<file path="src/rtl/cordic_sched_pkg.sv">
// Shared types and helpers for the cordic_arctan request scheduler.
package cordic_sched_pkg;

  typedef logic signed [15:0] q2_13_t;

  localparam q2_13_t Q_ONE  = 16'sh2000;
  localparam q2_13_t Q_PI_4 = 16'sh1921;

  typedef struct packed {
    q2_13_t y;
    q2_13_t x;
  } atan_req_t;

  // Single-step modulo for values known to be below 2*n.
  function automatic int unsigned rr_wrap(input int unsigned v, input int unsigned n);
    return (v >= n) ? v - n : v;
  endfunction

endpackage

</file>
<file path="src/rtl/cordic_tag_fifo.sv">
// In-order FIFO of requester IDs for ops outstanding in the core; flush drops everything.
module cordic_tag_fifo #(
  parameter int unsigned DEPTH = 16,
  parameter int unsigned IDW   = 2
) (
  input  logic                   clk,
  input  logic                   rst_n,
  input  logic                   i_flush,
  input  logic                   i_push,
  input  logic [IDW-1:0]         i_push_id,
  input  logic                   i_pop,
  output logic [IDW-1:0]         o_head,
  output logic [$clog2(DEPTH):0] o_count
);

  localparam int unsigned AW = $clog2(DEPTH);

  logic [IDW-1:0] r_mem [DEPTH];
  logic [AW-1:0]  r_wptr;
  logic [AW-1:0]  r_rptr;
  logic [AW:0]    r_count;

  always_ff @(posedge clk or negedge rst_n) begin
    if (!rst_n) begin
      for (int i = 0; i < DEPTH; i++) r_mem[i] <= '0;
      r_wptr  <= '0;
      r_rptr  <= '0;
      r_count <= '0;
    end else if (i_flush) begin
      r_wptr  <= '0;
      r_rptr  <= '0;
      r_count <= '0;
    end else begin
      if (i_push) begin
        r_mem[r_wptr] <= i_push_id;
        r_wptr        <= r_wptr + 1'b1;
      end
      if (i_pop) r_rptr <= r_rptr + 1'b1;
      unique case ({i_push, i_pop})
        2'b10:   r_count <= r_count + 1'b1;
        2'b01:   r_count <= r_count - 1'b1;
        default: r_count <= r_count;
      endcase
    end
  end

  assign o_head  = r_mem[r_rptr];
  assign o_count = r_count;

endmodule

</file>
<file path="src/rtl/cordic_arctan_sched.sv">
// Round-robin scheduler sharing one in-order cordic_arctan core among N_REQ requesters,
// with in-order ID tagging of results and a watchdog that flushes lost operations.
module cordic_arctan_sched
  import cordic_sched_pkg::*;
#(
  parameter int unsigned N_REQ        = 4,
  parameter int unsigned MAX_INFLIGHT = 16,
  parameter int unsigned TIMEOUT      = 64,
  parameter int unsigned W            = 16
) (
  input  logic                            clk,
  input  logic                            rst_n,
  input  logic [N_REQ-1:0]                req_valid_i,
  output logic [N_REQ-1:0]                req_ready_o,
  input  logic [N_REQ*W-1:0]              req_y_i,
  input  logic [N_REQ*W-1:0]              req_x_i,
  output logic                            core_valid_o,
  output logic [W-1:0]                    core_y_o,
  output logic [W-1:0]                    core_x_o,
  input  logic                            core_valid_i,
  input  logic [W-1:0]                    core_theta_i,
  output logic                            res_valid_o,
  output logic [$clog2(N_REQ)-1:0]        res_id_o,
  output logic [W-1:0]                    res_theta_o,
  output logic [$clog2(MAX_INFLIGHT):0]   inflight_o,
  output logic                            err_timeout_o,
  output logic                            err_orphan_o
);

  localparam int unsigned IDW = $clog2(N_REQ);
  localparam int unsigned CW  = $clog2(MAX_INFLIGHT) + 1;
  localparam int unsigned WDW = $clog2(TIMEOUT + 1);

  logic [IDW-1:0] r_ptr;
  logic           r_core_valid;
  logic [W-1:0]   r_core_y;
  logic [W-1:0]   r_core_x;
  logic           r_res_valid;
  logic [IDW-1:0] r_res_id;
  logic [W-1:0]   r_res_theta;
  logic [WDW-1:0] r_wdog;
  logic           r_err_timeout;
  logic           r_err_orphan;

  logic           w_found;
  logic [IDW-1:0] w_gnt_id;
  logic [W-1:0]   w_sel_y;
  logic [W-1:0]   w_sel_x;
  logic           w_allow;
  logic           w_hs;
  logic           w_pop;
  logic           w_empty;
  logic           w_wd_fire;
  logic [IDW-1:0] w_head;
  logic [CW-1:0]  w_count;

  assign w_empty   = (w_count == '0);
  assign w_pop     = core_valid_i && !w_empty;
  // Fires on the TIMEOUT-th consecutive cycle with work outstanding and no core result.
  assign w_wd_fire = !w_empty && !core_valid_i && (r_wdog == WDW'(TIMEOUT - 1));
  assign w_allow   = (w_count < CW'(MAX_INFLIGHT)) && !w_wd_fire;
  assign w_hs      = w_allow && w_found;

  // Rotate-priority encode: first valid requester at or after the RR pointer.
  always_comb begin
    int unsigned idx;
    idx         = 0;
    w_found     = 1'b0;
    w_gnt_id    = '0;
    w_sel_y     = '0;
    w_sel_x     = '0;
    req_ready_o = '0;
    for (int unsigned i = 0; i < N_REQ; i++) begin
      idx = rr_wrap(32'(r_ptr) + i, N_REQ);
      if (!w_found && req_valid_i[IDW'(idx)]) begin
        w_found  = 1'b1;
        w_gnt_id = IDW'(idx);
      end
    end
    for (int unsigned k = 0; k < N_REQ; k++) begin
      if (IDW'(k) == w_gnt_id) begin
        w_sel_y = req_y_i[k*W +: W];
        w_sel_x = req_x_i[k*W +: W];
      end
    end
    if (w_hs) req_ready_o[w_gnt_id] = 1'b1;
  end

  cordic_tag_fifo #(
    .DEPTH (MAX_INFLIGHT),
    .IDW   (IDW)
  ) u_tag_fifo (
    .clk       (clk),
    .rst_n     (rst_n),
    .i_flush   (w_wd_fire),
    .i_push    (w_hs),
    .i_push_id (w_gnt_id),
    .i_pop     (w_pop),
    .o_head    (w_head),
    .o_count   (w_count)
  );

  always_ff @(posedge clk or negedge rst_n) begin
    if (!rst_n) begin
      r_ptr         <= '0;
      r_core_valid  <= 1'b0;
      r_core_y      <= '0;
      r_core_x      <= '0;
      r_res_valid   <= 1'b0;
      r_res_id      <= '0;
      r_res_theta   <= '0;
      r_wdog        <= '0;
      r_err_timeout <= 1'b0;
      r_err_orphan  <= 1'b0;
    end else begin
      r_core_valid <= w_hs;
      if (w_hs) begin
        r_core_y <= w_sel_y;
        r_core_x <= w_sel_x;
        r_ptr    <= IDW'(rr_wrap(32'(w_gnt_id) + 32'd1, N_REQ));
      end
      r_res_valid <= w_pop;
      if (w_pop) begin
        r_res_id    <= w_head;
        r_res_theta <= core_theta_i;
      end
      if (core_valid_i && w_empty) r_err_orphan <= 1'b1;
      if (w_wd_fire) r_err_timeout <= 1'b1;
      if (core_valid_i || w_empty || w_wd_fire) r_wdog <= '0;
      else                                      r_wdog <= r_wdog + 1'b1;
    end
  end

  assign core_valid_o  = r_core_valid;
  assign core_y_o      = r_core_y;
  assign core_x_o      = r_core_x;
  assign res_valid_o   = r_res_valid;
  assign res_id_o      = r_res_id;
  assign res_theta_o   = r_res_theta;
  assign inflight_o    = w_count;
  assign err_timeout_o = r_err_timeout;
  assign err_orphan_o  = r_err_orphan;

endmodule
</file>
<file path="config.mk">
export PLATFORM = sky130hd
export DESIGN_NAME = cordic_arctan_sched
export DESIGN_NICKNAME = d
export VERILOG_FILES = /design/src/rtl/cordic_sched_pkg.sv /design/src/rtl/cordic_tag_fifo.sv /design/src/rtl/cordic_arctan_sched.sv
export SDC_FILE = /design/constraint.sdc
export NUM_CORES = 1
export LEC_CHECK = 0
export ABC_CLOCK_PERIOD_IN_PS = 5100
export CAP_MARGIN = 10
export CORE_MARGIN = 2
export CORE_UTILIZATION = 49
export CTS_CLUSTER_DIAMETER = 150
export DETAILED_ROUTE_END_ITERATION = 8
export PLACE_DENSITY = 0.87
export SKIP_CTS_REPAIR_TIMING = 1
export SLEW_MARGIN = 10
export SYNTH_ARGS = -nofsm -noshare
export SYNTH_HDL_FRONTEND = slang
export SYNTH_HIERARCHICAL = 1
export SYNTH_SLANG_ARGS = --single-unit
</file>
<file path="constraint.sdc">
create_clock -name clk -period 5.1 [get_ports clk]
set_input_delay 0.51 -clock clk [delete_from_list [all_inputs] [get_ports clk]]
set_output_delay 0.51 -clock clk [all_outputs]
set_load 0.02 [all_outputs]
</file>
Word level (Yosys, flattened, before mapping)
Index checks and enable logic that the tools add are counted.
{ "classes": {"n_addsub": 14, "n_lt_le_gt_ge": 15, "n_eq_ne": 6, "mux": 45, "bitwise": 3, "n_reduce_logical": 25} }
{ "op_table": {"columns": ["operator", "count"], "rows": [
  ["$mux 16", 8],
  ["$bwmux 32", 1],
  ["$mux 2", 12],
  ["$mux 4", 5],
  ["$lt 2x3->1 const B", 5],
  ["$ge 3x3->1 const B", 4],
  ["$logic_and 1x1->1", 11],
  ["$ge 5x5->1 const B", 2],
  ["$not 4->5", 2],
  ["$pmux 5 s2", 1],
  ["$sub 2x1->2 const B", 5],
  ["$mux 1", 9],
  ["$add 4x1->4 const B", 2],
  ["$bmux 1 s2", 4],
  ["$bmux 2 s4", 1],
  ["$demux 2 s4", 1],
  ["$add 7x1->7 const B", 1],
  ["$eq 7x6->1 const B", 1],
  ["$mux 7", 1],
  ["$add 2x1->3 const B", 2],
  ["$add 2x2->3 const B", 2],
  ["$logic_not 1->1", 6],
  ["$add 5x1->5 const B", 1],
  ["$logic_not 5->1", 1],
  ["17 further kinds", 20]
]} }
{ "totals": {"ff_bits": 108, "output_inout_bits": 63} }

Depth between registers and ports, before layout
{ "depth": {"depth_word": 19, "ltp_mapped": 15, "ltp_nobuf": 11} }

Cells and area by module
The synthesis kept the hierarchy.
{ "modules_own_cells": {"columns": ["mod", "instances", "cells_per_inst", "area_each_um2", "seq_area_each_um2"], "rows": [
  ["cordic_arctan_sched", 1, 325, 3508.4, 1576.5],
  ["cordic_tag_fifo", 1, 186, 2307.2, 1126.1]
]} }

Least setup slack after synthesis
Ideal clock, no wire load.
{ "synth_timing": {"path_type": "register to register", "from": "reg u_tag_fifo.r_count[0], in the netlist u_tag_fifo/o_count[0]", "to": "reg u_tag_fifo.r_count[4], in the netlist u_tag_fifo/o_count[4]", "setup_ns": 0.073, "arrival_time_ns": 2.912, "slack_ns": 2.115, "path_stages_with_launch": 15, "n_path_buf": 4, "synth_period_minus_slack_ns": 2.985, "cell_sequence": "dfrtp_1 nor3_2 a21oi_2 a221oi_2 buf_6 buf_8 buf_2 nor2b_1 buf_2 xor2_1 ha_1 a31o_2 a32oi_1 xnor2_1 nor2b_1"} }
{ "synth_between": {"elab_chain_cells": 10, "elab_cells_between_ends": 16, "cone_classes": "add/sub (2); order compare (1); eq/ne (2); mux (2); reduce/logical (9)"} }
{ "synth_rtl": {"columns": ["item", "line_no", "source"], "rows": [
  ["start: declaration", "cordic_tag_fifo.sv:21", "logic [AW:0] r_count;"],
  ["start signal: assignment", "cordic_tag_fifo.sv:40", "2'b10: r_count <= r_count + 1'b1;"],
  ["start signal: assignment", "cordic_tag_fifo.sv:41", "2'b01: r_count <= r_count - 1'b1;"],
  ["start signal: assignment", "cordic_tag_fifo.sv:42", "default: r_count <= r_count;"],
  ["parallel branches: the longest is 5 deep, another holds $lt 5x5->1", null, null],
  ["$logic_and 1x1->1 (*)", "cordic_arctan_sched.sv:61", "assign w_allow = (w_count < CW'(MAX_INFLIGHT)) && !w_wd_fire;"],
  ["$logic_and 1x1->1 (*)", "cordic_arctan_sched.sv:62", "assign w_hs = w_allow && w_found;"],
  ["via w_hs", "cordic_arctan_sched.sv:50", "logic w_hs;"],
  ["$eq 2x1->1 / $eq 2x2->1 (equally long branches)", "cordic_tag_fifo.sv:39", "unique case ({i_push, i_pop})"],
  ["$pmux 5 s2", "cordic_tag_fifo.sv:39", null],
  ["$mux 5", "cordic_tag_fifo.sv:29", "end else if (i_flush) begin"]
]} }
Mark *: on every way through the listed nets, which the timed path passes.
A chain may end at the register's enable or synchronous reset.

Worst setup path after layout
{ "layout_timing": {"from": "reg u_tag_fifo.r_count[0], in the netlist u_tag_fifo/o_count[0]", "to": "out req_ready_o[3]"} }
{ "layout_between": {"elab_chain_cells": 8, "elab_cells_between_ends": 9, "cone_classes": "order compare (1); mux (1); reduce/logical (7)"} }
{ "layout_rtl": {"columns": ["item", "line_no", "source"], "rows": [
  ["parallel branches: the longest is 5 deep, another holds $lt 5x5->1", null, null],
  ["$logic_and 1x1->1 (*)", "cordic_arctan_sched.sv:61", null],
  ["$logic_and 1x1->1 (*)", "cordic_arctan_sched.sv:62", null],
  ["$mux 4 (*)", "cordic_arctan_sched.sv:86", "if (w_hs) req_ready_o[w_gnt_id] = 1'b1;"],
  ["end: declaration", "cordic_arctan_sched.sv:14", "output logic [N_REQ-1:0] req_ready_o,"]
]} }
Every way passes the cells marked *.

==> results.yml <==
route:
  ant_nets: 0
  drt_wl_total_um: 16300
  drt_iter0_markers: 338
  vias: 4880
  via_per_inst: 5.71
  wire_per_inst_um: 19.1
  first_pass_iters: 7
  drc: 11
synth:
  syn_avg_cell_area_um2: 11.4
  synth_edf_count: 0
  synth_top_area_share_pct: 46.5
  synth_fp_nets: 674
  yosys_warnings: 6
  ys.flop_type: "dfrtp_1"
  ys_seq_elements: 108
  synthArstFlopShare_pct: 100
  synth.most_common_cell: "dfrtp_1"
  netlist_area_um2: 5820
  synth_common_cells: "108 x dfrtp_1, 77 x mux2_2, 43 x nand2_1, 39 x nor2b_1, 35 x nor2_1"
  yosysTopAreaCell: "dfrtp_1"
  yosysSeqAreaShare_pct: 46.5
  synthCells: 511
  synth_cell_type_count: 44
  synthTopCellsByArea: "dfrtp_1 46%, mux2_2 15%, a221oi_1 4.7%"
layout:
  drive_above_1_share_pct: 16.6
  antenna_cells: 0
  area_growth_pct: 43.1
  finalNetCount: 870
  n_fill_cell: 799
cts:
  clock-sinks: 108
  cts_buffer_depth: 2
  cts_buffers: 9
  root_buffer: "clkbuf_16"
  clk_latency_ns: 0.35
  clk_pin_slew_ns: 0.08
  cts_tree: "built"
  htreeDepth: 3
timing:
  clock.fmax_ghz: 0.277
  finalHoldViolations: 0
  finalClockSkew_ns: 0.00935
  timing.final.setup_violations: 0
  max_slew.worst_pin.slew_ns: 0.975
  fin_crit_sh_pct: 70.9
  max-slew-margin-rel_pct: 35.0
  period_minus_slack_ns: 3.61
  tns_ns: 0
  rsz0062_at_grt: "false"
  finalMaxSlewViolations: 0
power_and_ir_drop:
  p_leak_uw: 0.00345
  peakVddDrop_v: 0.000296
  p_total_uw: 4740
  powerDensity_nw_per_um2: 569
floorplan:
  fp.coreArea_um2: 11500
  die_w_um: 113
  io_pins: 214
  placementRows: 39
  die_area_um2: 12800
  initial_utilization_pct: 50.5
  die_h_um: 113
critical_path:
  end_kind: "output pin"
  setup.worst_path.start_class: "register"
  path_class: "reg2out"
  crit_fanout: 19
  critPathArrivalTime_ns: 3.10
  worstPathRequired_ns: 4.59
global_route:
  grt_overflow_total: 0
  grt_max_degree: 78
  antenna_found_initial: 0
  grt_pass1_wl_um: 26300
  grtUsageTotal_pct: 25.9
  grt_pass1_vias: 5105
outcome:
  violations: "DRC"
  status: "complete, but fails checks"
place:
  gp_congestion: 0.938
  hpwl_um: 12000
  portBuffers: 213
run:
  maxCapViolCount: 0
hold_path:
  min_path_type: "in2async"
## worst max-delay path, stage by stage, from the launching register on
cell and delay, ns:
dfrtp_1 0.50, nor3_2 0.31, a21oi_2 0.15, a221oi_4 0.88, and2_1 0.24, clkdlybuf4s50_1 0.66
## area by class of cell
type,instances,area [µm²],share of cell area (%)
inverters,12,45.0,0.541
well taps,143,179,2.15
clock inverters,7,81.3,0.977
multi-input cells,355,2900,34.9
flip-flops and latches,108,2700,32.5
clock buffers,9,225,2.71
repair buffers,221,2190,26.3
## logic make-up (layout without fill, tap and decap cells)
family                   after synthesis  in the layout  share of synthesized area [%]
AND/OR/NAND/NOR                      140            140                           11.7
flip-flops                           108            108                           46.5
buffers and inverters                 48            249                           3.96
adder cells (fa/ha/maj)               12             12                           2.58
XOR/XNOR                              14             14                           2.11
AO/OA/AOI/OAI                         92             92                           12.3
multiplexers                          97             97                           20.8
## registers in the layout, indices dropped and copies added, names as in the netlist
register            flops
core_x_o               16
core_y_o               16
res_theta_o            16
r_wdog                  7
res_id_o                2
res_valid_o             1
err_orphan_o            1
err_timeout_o           1
u_tag_fifo/r_wptr       4
r_ptr                   2
u_tag_fifo/o_count      5
core_valid_o            1
u_tag_fifo/r_mem       32
u_tag_fifo/r_rptr       4
## cells in the final DEF, fill, tap and decap left out, types with 7 or more instances in the layout
cell type          n
nand2_1           43
a221oi_1          31
dfrtp_1          108
o31ai_1           32
mux2_2            77
clkbuf_16          9
xor2_1             8
ha_1              10
clkdlybuf4s50_1  212
buf_4              9
inv_1             12
nor2b_1           38
a21oi_1            9
nor2_1            35
and2_1             7
## final timing paths
check / startpoint / endpoint / slack, ns / depth (start not counted)
setup / recovery: u_tag_fifo/o_count[0]$_DFFE_PN0P_ / req_ready_o[3] / 1.49 / 5
hold / removal: rst_n / res_theta_o[9]$_DFFE_PN0P_ / 0.28 / 1
min in group clk: r_wdog[0]$_DFF_PN0_ / r_wdog[0]$_DFF_PN0_ / 0.47 / 1
max in group asynchronous: rst_n / core_y_o[6]$_DFFE_PN0P_ / 3.82 / 2
setup reg to reg: u_tag_fifo/o_count[0]$_DFFE_PN0P_ / u_tag_fifo/o_count[4]$_DFFE_PN0P_ / 1.60 / 10
hold reg to reg: r_wdog[0]$_DFF_PN0_ / r_wdog[0]$_DFF_PN0_ / 0.47 / 1
## routing by layer
| layer | track usage (%) | routed length, µm | part of all wire (%) | vias to the layer above |
|---|---|---|---|---|
| li1 | - | - | - | 2251 |
| met1 | 32.5 | 6450 | 40 | 2418 |
| met3 | 4.98 | 855 | 5.2 | 29 |
| met5 | 0 | 0 | 0 | - |
| met4 | 8.62 | 450 | 2.8 | 0 |
| met2 | 45.5 | 8550 | 52 | 182 |
## through the flow
step	hold slack (ns)	worst slack (ns)	area, µm²	std cells	util (%)
finish	0.281	1.49	8320	855	72.3
floorplan	0.214	2.11	5820	511	-
detailed placement	0.466	1.48	8020	839	69.6
global placement	0.439	1.62	8020	839	69.6
global route	0.374	1.31	8320	855	72.3
CTS	0.332	1.51	8320	855	72.3
## report_power, final
part | internal, µW | switching, µW | leakage, µW
logic | 1300 | 1230 | 0.00198
registers | 1220 | 296 | 0.00133
clock network | 350 | 345 | 0.000150
total | 2870 | 1870 | 0.00345
(Power assumes the default switching activity.)
